`src/rtl/sha_target_check_pkg.sv`:
```
// Shared constants and helpers for the SHA-256 target checker.
// The byte_rev helper turns a raw digest into the value that is compared against the target.
package sha_target_check_pkg;

  localparam int WORD_S         = 32;
  localparam int H_SIZE         = 256;
  localparam int CHK_LAT        = 3;
  localparam int FIFO_DEPTH_DEF = 4;
  localparam int N_WORDS        = H_SIZE / WORD_S;

  // Byte d[7:0] lands in the top byte of the result.
  function automatic logic [H_SIZE-1:0] byte_rev(input logic [H_SIZE-1:0] d);
    logic [H_SIZE-1:0] r;
    r = '0;
    for (int i = 0; i < H_SIZE / 8; i++) begin
      r[H_SIZE-1-8*i -: 8] = d[8*i +: 8];
    end
    return r;
  endfunction

endpackage

```
`src/rtl/sha_target_check_if.sv`:
```
// Digest input stream and golden-nonce output stream of the target checker.
// The master is the upstream pipeline plus the software drain side; the slave is the checker.
interface sha_target_check_if #(
  parameter int WORD_S = 32,
  parameter int H_SIZE = 256
);
  logic              en;
  logic [H_SIZE-1:0] H;
  logic [WORD_S-1:0] nonce;
  logic              found_valid;
  logic [WORD_S-1:0] found_nonce;
  logic              found_rd;

  modport master (
    output en, H, nonce, found_rd,
    input  found_valid, found_nonce
  );

  modport slave (
    input  en, H, nonce, found_rd,
    output found_valid, found_nonce
  );
endinterface

```
`src/rtl/sha_target_check_nonce_fifo.sv`:
```
// Small synchronous FIFO for golden nonces.
// Pop and push may happen in the same cycle even when the FIFO is full; a push into a full FIFO without a pop is dropped.
module nonce_fifo #(
  parameter int W     = 32,
  parameter int DEPTH = 4,
  parameter int CNT_W = $clog2(DEPTH) + 1
) (
  input  logic             clk,
  input  logic             reset,
  input  logic             clear,
  input  logic             wr,
  input  logic [W-1:0]     wdata,
  input  logic             rd,
  output logic [W-1:0]     rdata,
  output logic             empty,
  output logic             full,
  output logic [CNT_W-1:0] count,
  output logic             drop
);

  localparam int PTR_W = $clog2(DEPTH);

  logic [W-1:0]     mem [DEPTH];
  logic [PTR_W-1:0] wr_ptr;
  logic [PTR_W-1:0] rd_ptr;
  logic             rd_ok;
  logic             wr_ok;

  assign empty = (count == '0);
  assign full  = (count == CNT_W'(DEPTH));
  assign rd_ok = rd && !empty;
  // A pop frees the slot, so a full FIFO still accepts a push in the same cycle.
  assign wr_ok = wr && (!full || rd_ok);
  assign drop  = wr && full && !rd_ok;
  assign rdata = empty ? '0 : mem[rd_ptr];

  always_ff @(posedge clk or posedge reset) begin
    if (reset) begin
      wr_ptr <= '0;
      rd_ptr <= '0;
      count  <= '0;
    end else if (clear) begin
      wr_ptr <= '0;
      rd_ptr <= '0;
      count  <= '0;
    end else begin
      if (wr_ok) wr_ptr <= wr_ptr + 1'b1;
      if (rd_ok) rd_ptr <= rd_ptr + 1'b1;
      count <= count + CNT_W'(wr_ok) - CNT_W'(rd_ok);
    end
  end

  always_ff @(posedge clk) begin
    if (wr_ok && !clear) mem[wr_ptr] <= wdata;
  end

endmodule

```
`src/rtl/sha_target_check.sv`:
```
// Compares each byte-reversed SHA-256 digest against a difficulty target and queues winning nonces.
// Also keeps a 64-bit hashes-checked counter and a sticky FIFO overflow flag.
module sha_target_check
  import sha_target_check_pkg::*;
#(
  parameter int WORD_S     = sha_target_check_pkg::WORD_S,
  parameter int H_SIZE     = sha_target_check_pkg::H_SIZE,
  parameter int FIFO_DEPTH = FIFO_DEPTH_DEF,
  parameter int CNT_W      = $clog2(FIFO_DEPTH) + 1
) (
  input  logic                 clk,
  input  logic                 reset,
  input  logic                 run,
  input  logic                 clear,
  input  logic [H_SIZE-1:0]    target,
  output logic [CNT_W-1:0]     found_count,
  output logic                 overflow,
  output logic [63:0]          hash_count,
  sha_target_check_if.slave    bus
);

  localparam int NW = H_SIZE / WORD_S;

  logic              accept;
  logic [H_SIZE-1:0] v_s1;
  logic [WORD_S-1:0] nonce_s1;
  logic              vld_s1;
  logic [NW-1:0]     lt_c;
  logic [NW-1:0]     eq_c;
  logic [NW-1:0]     lt_s2;
  logic [NW-1:0]     eq_s2;
  logic [WORD_S-1:0] nonce_s2;
  logic              vld_s2;
  logic              hit_c;
  logic              hit_s3;
  logic [WORD_S-1:0] nonce_s3;
  logic              fifo_empty;
  logic              fifo_full;
  logic              fifo_drop;

  assign accept = bus.en && run;

  always_comb begin
    lt_c = '0;
    eq_c = '0;
    for (int i = 0; i < NW; i++) begin
      lt_c[i] = v_s1[i*WORD_S +: WORD_S] <  target[i*WORD_S +: WORD_S];
      eq_c[i] = v_s1[i*WORD_S +: WORD_S] == target[i*WORD_S +: WORD_S];
    end
  end

  // The most significant non-equal word decides; all-equal counts as a hit.
  always_comb begin
    logic decided;
    hit_c   = 1'b1;
    decided = 1'b0;
    for (int i = NW - 1; i >= 0; i--) begin
      if (!decided && !eq_s2[i]) begin
        hit_c   = lt_s2[i];
        decided = 1'b1;
      end
    end
  end

  always_ff @(posedge clk or posedge reset) begin
    if (reset) begin
      vld_s1     <= 1'b0;
      vld_s2     <= 1'b0;
      hit_s3     <= 1'b0;
      v_s1       <= '0;
      nonce_s1   <= '0;
      lt_s2      <= '0;
      eq_s2      <= '0;
      nonce_s2   <= '0;
      nonce_s3   <= '0;
      hash_count <= '0;
    end else if (clear) begin
      vld_s1     <= 1'b0;
      vld_s2     <= 1'b0;
      hit_s3     <= 1'b0;
      hash_count <= '0;
    end else begin
      vld_s1 <= accept;
      if (accept) begin
        v_s1       <= byte_rev(bus.H);
        nonce_s1   <= bus.nonce;
        hash_count <= hash_count + 64'd1;
      end
      vld_s2   <= vld_s1;
      lt_s2    <= lt_c;
      eq_s2    <= eq_c;
      nonce_s2 <= nonce_s1;
      hit_s3   <= vld_s2 && hit_c;
      nonce_s3 <= nonce_s2;
    end
  end

  always_ff @(posedge clk or posedge reset) begin
    if (reset) begin
      overflow <= 1'b0;
    end else if (clear) begin
      overflow <= 1'b0;
    end else if (fifo_drop) begin
      overflow <= 1'b1;
    end
  end

  nonce_fifo #(
    .W     (WORD_S),
    .DEPTH (FIFO_DEPTH),
    .CNT_W (CNT_W)
  ) u_fifo (
    .clk   (clk),
    .reset (reset),
    .clear (clear),
    .wr    (hit_s3),
    .wdata (nonce_s3),
    .rd    (bus.found_rd),
    .rdata (bus.found_nonce),
    .empty (fifo_empty),
    .full  (fifo_full),
    .count (found_count),
    .drop  (fifo_drop)
  );

  assign bus.found_valid = !fifo_empty;

endmodule

```
`src/flat_wrapper.sv`:
```
// flat-port wrapper written by rule: the top's interface ports become plain ports
module sha_target_check_flat import sha_target_check_pkg::*;
#(
  parameter int WORD_S     = sha_target_check_pkg::WORD_S,
  parameter int H_SIZE     = sha_target_check_pkg::H_SIZE,
  parameter int FIFO_DEPTH = FIFO_DEPTH_DEF,
  parameter int CNT_W      = $clog2(FIFO_DEPTH) + 1
)
  (clk, reset, run, clear, target, found_count, overflow, hash_count, bus_en, bus_H, bus_nonce, bus_found_rd, bus_found_valid, bus_found_nonce);
  sha_target_check_if #(.WORD_S(WORD_S), .H_SIZE(H_SIZE)) bus_i ();
  input  logic clk;
  input  logic reset;
  input  logic run;
  input  logic clear;
  input  logic [H_SIZE-1:0] target;
  output logic [CNT_W-1:0] found_count;
  output logic overflow;
  output logic [63:0] hash_count;
  input wire logic [$bits(bus_i.en)-1:0] bus_en;
  input wire logic [$bits(bus_i.H)-1:0] bus_H;
  input wire logic [$bits(bus_i.nonce)-1:0] bus_nonce;
  input wire logic [$bits(bus_i.found_rd)-1:0] bus_found_rd;
  output wire logic [$bits(bus_i.found_valid)-1:0] bus_found_valid;
  output wire logic [$bits(bus_i.found_nonce)-1:0] bus_found_nonce;
  assign bus_i.en = bus_en;
  assign bus_i.H = bus_H;
  assign bus_i.nonce = bus_nonce;
  assign bus_i.found_rd = bus_found_rd;
  assign bus_found_valid = bus_i.found_valid;
  assign bus_found_nonce = bus_i.found_nonce;
  sha_target_check #(.WORD_S(WORD_S), .H_SIZE(H_SIZE), .FIFO_DEPTH(FIFO_DEPTH), .CNT_W(CNT_W)) u_core (.clk(clk), .reset(reset), .run(run), .clear(clear), .target(target), .found_count(found_count), .overflow(overflow), .hash_count(hash_count), .bus(bus_i));
endmodule
```
`config.mk`:
```
export PLATFORM = sky130hd
export DESIGN_NAME = sha_target_check_flat
export DESIGN_NICKNAME = d
export VERILOG_FILES = /design/src/rtl/sha_target_check_pkg.sv /design/src/rtl/sha_target_check_if.sv /design/src/rtl/sha_target_check_nonce_fifo.sv /design/src/rtl/sha_target_check.sv /design/src/flat_wrapper.sv
export SDC_FILE = /design/constraint.sdc
export NUM_CORES = 2
export LEC_CHECK = 0
export CORE_AREA = 2 2 257 259
export CTS_BUF_LIST = sky130_fd_sc_hd__clkbuf_16
export DETAILED_ROUTE_END_ITERATION = 12
export DIE_AREA = 0 0 259 261
export PLACE_DENSITY = 0.77
export SLEW_MARGIN = 20
export SYNTH_ARGS = -nofsm -noshare
export SYNTH_HDL_FRONTEND = slang
export SYNTH_SLANG_ARGS = --single-unit
```
`constraint.sdc`:
```
create_clock -name clk -period 20.1 [get_ports clk]
set_input_delay 4.02 -clock clk [delete_from_list [all_inputs] [get_ports clk]]
set_output_delay 4.02 -clock clk [all_outputs]
set_load 0.005 [all_outputs]
```
* Word level (Yosys, flattened, before mapping) *
Memories as Yosys holds them, arrays and structs flattened.
Cells that the tools add are included.

operators by class
  eq/ne operators = 9
  muxes and demuxes = 30
  reductions and logical operators = 38
  add/subtract/negate cells = 5
  $lt $le $gt $ge = 8
  bitwise operators = 1

operators with widths
  operator               number
  $eq 32x32->1           8
  $lt 32x32->1           8
  $mux 64                2
  $add 64x1->64 const B  1
  $mux 32                1
  $mux 1                 22
  $logic_not 1->1        17
  $logic_and 1x1->1      14
  $mux 2                 4
  $reduce_bool 2->1      4
  $add 2x1->2 const B    2
  $add 3x1->3            1
  $eq 3x3->1 const B     1
  $logic_not 3->1        1
  $mux 3                 1
  $sub 3x1->3            1
  $reduce_and 2->1       1
  $logic_or 1x1->1       1
  $not 1->1              1

word-level totals
  bits of input ports = 550
  memory bits (writable) = 128
  memories = 1
  register bits = 443

memory list
  name               depth  bits a word  rd ports  clocked after memory_dff  write ports  line                               source
  u_core.u_fifo.mem  4      32           1         0                         1            sha_target_check_nonce_fifo.sv:23  logic [W-1:0] mem [DEPTH];

* Logic depth before layout (Yosys ltp) *
  depth in word-level cells = 23
  gate-level depth with buffers = 9

* Hierarchy *
A second synthesis with hierarchy kept.

unflattened totals
  cells, all modules = 2,354
  area total of the unflattened synthesis = 28,733.8 µm²

by module, submodules not included
  module            cells an instance  sequential area each (µm²)  area an instance (µm²)  instances
  sha_target_check  2,102              10,910.5                    23,403.7                1
  nonce_fifo        252                4,018.9                     5,330.1                 1

* Worst setup path before layout *
Ideal clock, no wire load.

  path kind = input-to-reg
  from = input port clear
  to = memory u_core.u_fifo.mem[0][0] (enable)
  arrival = 5,555 ps
  path buffers = 3
  setup slack = 14,153 ps
  cell stages on the path = 5
  required time = 19,708 ps
  setup time = 392 ps
  path through = clkbuf_1 > clkbuf_1 > clkbuf_1 > nor2_1 > and2_1

between the ends
  word-level cells in the longest chain between the ends = 4

RTL lines
  element                       line                               source
  from (decl)                   flat_wrapper.sv:14                 input logic clear;
  $logic_not 1->1               sha_target_check_nonce_fifo.sv:54  if (wr_ok && !clear) mem[wr_ptr] <= wdata;
  $logic_and 1x1->1             sha_target_check_nonce_fifo.sv:54
  $mux 1                        sha_target_check_nonce_fifo.sv:54
  $mux 1 (not written as such)  sha_target_check_nonce_fifo.sv:54
  to (decl)                     sha_target_check_nonce_fifo.sv:23

No other way between the ends.

* Final worst setup path *
  from = register u_core.u_fifo.rd_ptr[0]
  to = output port bus_found_nonce[28]

between the ends
  word-level cells in the longest chain between the ends = 2

RTL lines
  element                 line                               source
  from (decl)             sha_target_check_nonce_fifo.sv:25  logic [PTR_W-1:0] rd_ptr;
  from (signal assigned)  sha_target_check_nonce_fifo.sv:48  if (rd_ok) rd_ptr <= rd_ptr + 1'b1;
  $mem_v2 4x32            --
  $mux 32                 sha_target_check_nonce_fifo.sv:35  assign rdata = empty ? '0 : mem[rd_ptr];
  to (decl)               flat_wrapper.sv:24                 output wire logic [$bits(bus_i.found_nonce)-1:0] bus_found_nonce;

No other way between the ends.

==> results.txt <==
----------------------------------------------------
[Routing]
  Violation count after the first detailed-route iteration ... 1255
  Detailed Route WL ... 84.0 mm
  First-pass iteration count of the detailed router ... 5
  Antenna Violating Nets Remaining ... 0
  Routed wire length per instance ... 21.5 um
  Vias per std cell ... ~5.3
  Post-route DRC ... 0
  Total number of vias ... a little over 20000

[Timing]
  Maximum clock rate ... between 100 and 150 MHz
  Worst slew margin ... 25.4%
  Final Worst Setup Slack ... 13090 ps
  Setup violators final ... 0
  Final max-slew violation count ... 0
  Total Neg Setup Slack ... 0 ps
  Actual slew at the worst max-slew pin ... 1120 ps
  Shortest clock period the worst path allows after layout ... 7010 ps
  Final-report hold violation count ... 0
  Unrepaired setup endpoints after global routing ... false
  Final worst clock skew ... 28.8 ps
  Share of the clock period used by the worst path ... 34.9%

[Clock tree]
  Root Driver ... clkbuf_16
  Clock H-tree levels ... 3
  Number of hold buffers added after cts ... 0
  CTS tree ... built
  Clock transition at the registers of the reported paths ... 60 ps
  Number of gates resized after CTS ... 0
  Buffer depth of the longest clock path ... 3
  Clock Latency Late Sink ... 610 ps
  Num Clock Sinks ... around 570
  Cts bufs inserted ... 66
  Post-CTS Setup Repair Bufs ... 0

[Placed design]
  Setup Slack @ Placement ... between 10000 and 15000 ps
  Total half-perimeter wirelength after legalization and detailed placement ... between 60 and 70 mm
  Routability congestion estimate from global placement ... 0.956
  Number of buffers inserted by port buffering ... 650

[Hold path]
  Worst hold path type ... reg2reg

[Logic synthesis]
  EDFF count, synth ... 128
  Sequential cell area fraction in the yosys report ... 52.5%
  Cell type with the largest total area after synthesis ... dfrtp_1
  Average footprint of a synthesized cell ... 12.4 sq um
  Post-synth net total ... 3112
  Post-synth design cell area ... around 28000 sq um
  Dominant combinational cell family by area after synthesis ... multiplexers
  Gate Count Post-Synth ... between 2000 and 2500
  YS warnings ... 0
  Prevailing post-synth register cell ... dfrtp_1
  Portion of synthesized cell area occupied by the leading cell type ... approximately two fifths
  Biggest area contributors in the synthesized netlist ... dfrtp_1, mux2_2, edfxtp_1, ha_1, inv_1
  Most common cell in the synthesized netlist ... dfrtp_1
  XOR/XNOR share of the synthesized area ... ~1.6%
  Area fraction in and, or, nand and nor cells after synthesis ... 7.93%
  Area share of fa/ha/maj cells after synthesis ... approximately an eighth
  Yosys cell types ... 56
  Compound-gate portion of the synthesized area ... 5.52%
  Most frequent cells after synthesis ... dfrtp_1, mux2_2, inv_1
  Register bit total from synthesis ... 571
  Portion of netlist area occupied by mux cells ... 16.3%
  Asr flop ratio synth ... about 78%

[Global route]
  Final global-route overflow total ... 0
  Maximum number of pins on one net before global-route repair ... between 150 and 200
  Overall global routing resource usage ... 24.5%
  Antenna violations before repair ... 46
  Number of global-route vias before repair ... 22100
  Global-route wire length before repair ... 126 mm

[Die]
  Site row count ... 94
  Die Ht ... 261 um
  Die Span X ... 259 um
  IO Count ... between 600 and 700
  Initial core utilization ... approximately 44%
  Core outline area ... 65000 sq um
  Full die area ... 67600 sq um

[Power]
  Leak Pwr ... 16.5 nW
  P per Cell Area ... 91.4 nW/um^2
  Worst supply voltage drop on vdd ... approximately 0.060 mV
  Power after layout ... 3.50 mW

[Final layout]
  Number of filler cells placed in the layout ... 5094
  Synth-to-layout area growth ... 34.7%
  Final #Nets ... 3781
  Share of cells above drive strength 1 ... 16.8%

[Critical path]
  Setup Crit Path Kind ... reg2out
  Worst-path fanout max ... 18
  Critical path data required time ... 16080 ps
  Endpoint arrival time on the critical path ... 2990 ps
  Series of cell instances along the critical path ... buf_4, mux4_2, and2_1, clkdlybuf4s50_1
  Worst-path cell with the longest stage delay ... dfrtp_2
  CP peak stage delay ... 750 ps
  Element type at the critical path end ... primary output
  Startpoint types ... flop

[Run status]
  Outcome ... finished, final reports clean

[Run]
  # Max-Cap Violations ... 0

----------------------------------------------------
[layout by cell type (no fill, tap or decap), types with 5 or more instances in the layout]
master,Yosys,final
and2_1,42,42
clkdlybuf4s50_1,0,649
mux2_2,344,344
nor3_1,25,25
nand3_1,48,48
o211ai_1,19,19
a21oi_1,103,103
clkbuf_16,0,67
o31ai_1,7,7
clkinv_2,0,10
or3_1,15,15
mux4_2,32,32
nor2_1,93,92
diode_2,0,27
bufinv_16,0,11
edfxtp_1,128,128
clkinv_1,0,15
xor2_1,32,32
nand4_1,64,64
dfrtp_1,443,442
or2_2,5,5
nand2_1,80,80
a211o_1,5,5
nor4_1,6,6
and3_1,9,9
nor2b_1,14,14
o21ai_0,62,62
buf_4,0,13
a21o_1,15,15
ha_1,263,263
a2111oi_0,6,6
inv_1,274,282
a211oi_1,18,18
xnor2_1,21,21
and4_1,15,15
[area by class of cell]
type | count | area, sq um | area share [%]
sequential | 571 | 14900 | 39.0
multi-input combinational | 1388 | 12200 | 32.0
timing repair buffer | 666 | 6660 | 17.4
clock buffer | 67 | 1680 | 4.38
tap | 864 | 1080 | 2.82
inverter | 274 | 1040 | 2.70
clock inverter | 55 | 618 | 1.61
antenna | 27 | 67.6 | 0.176
[state kept, by name, indices dropped and copies added (netlist names)]
signal / count
u_core.eq_s2: 8
u_core.hash_count: 64
u_core.hit_s3: 1
u_core.lt_s2: 8
u_core.nonce_s1: 32
u_core.nonce_s2: 32
u_core.nonce_s3: 32
u_core.overflow: 1
u_core.u_fifo.count: 3
u_core.u_fifo.mem: 128
u_core.u_fifo.rd_ptr: 2
u_core.u_fifo.wr_ptr: 2
u_core.v_s1: 256
u_core.vld_s1: 1
u_core.vld_s2: 1
[stage by stage]
stage	hold WS (ps)	area (sq um)	utilization, %	cells
finish	458	38300	58.9	3912
CTS	463	38200	58.8	3885
detailed placement	449	35900	55.3	3763
floorplan	439	28400	-	2298
global placement	445	35900	55.3	3763
global route	501	38300	58.9	3906
[worst paths after layout]
| check | from | endpoint | slack [ps] | cells past startpoint |
|---|---|---|---|---|
| worst max register to register | u_core.v_s1[251] | u_core.eq_s2[7] | 17320 | 6 |
| max in group asynchronous | reset | u_core.hash_count[3] | 13870 | 4 |
| min in group asynchronous | reset | u_core.v_s1[109] | 3920 | 2 |
| worst min register to register | u_core.vld_s1 | u_core.vld_s2 | 460 | 1 |
| worst max-delay path | u_core.u_fifo.rd_ptr[0] | bus_found_nonce[28] | 13090 | 4 |
| worst min-delay path | u_core.vld_s1 | u_core.vld_s2 | 460 | 1 |
[worst max-delay path: cells and delay by family (launching register included)]
family	cells	cell delay (ps)
buf+inv	2	890
mux	1	560
flops	1	750
simple gates	1	180
[kinds of logic (layout without fill, tap and decap cells)]
kind of cell,count (synthesis),count (layout)
other,0,27
buffers and inverters,339,1062
adders and majority gates,264,264
AOI/OAI and AO/OA,260,260
xor gates and xnor gates,53,53
muxes,380,380
DFF,571,571
and+or+nand+nor,431,431
[report_power, final]
part	switching [mW]	internal (mW)	total (mW)
clock	0.513	0.758	1.27
combinational	0.307	0.444	0.752
sequential	0.118	1.36	1.48
total	0.939	2.56	3.50
[layer usage]
| layer | GRT usage, % | vias up | routed length [um] |
|---|---|---|---|
| li1 | - | 9544 | - |
| met1 | 27.9 | 10200 | 31900 |
| met2 | 42.9 | 652 | 43000 |
| met3 | 6.63 | 189 | 5900 |
| met4 | 11.0 | 28 | 2990 |
| met5 | 0 | - | 163 |
(Power assumes the default switching activity.)
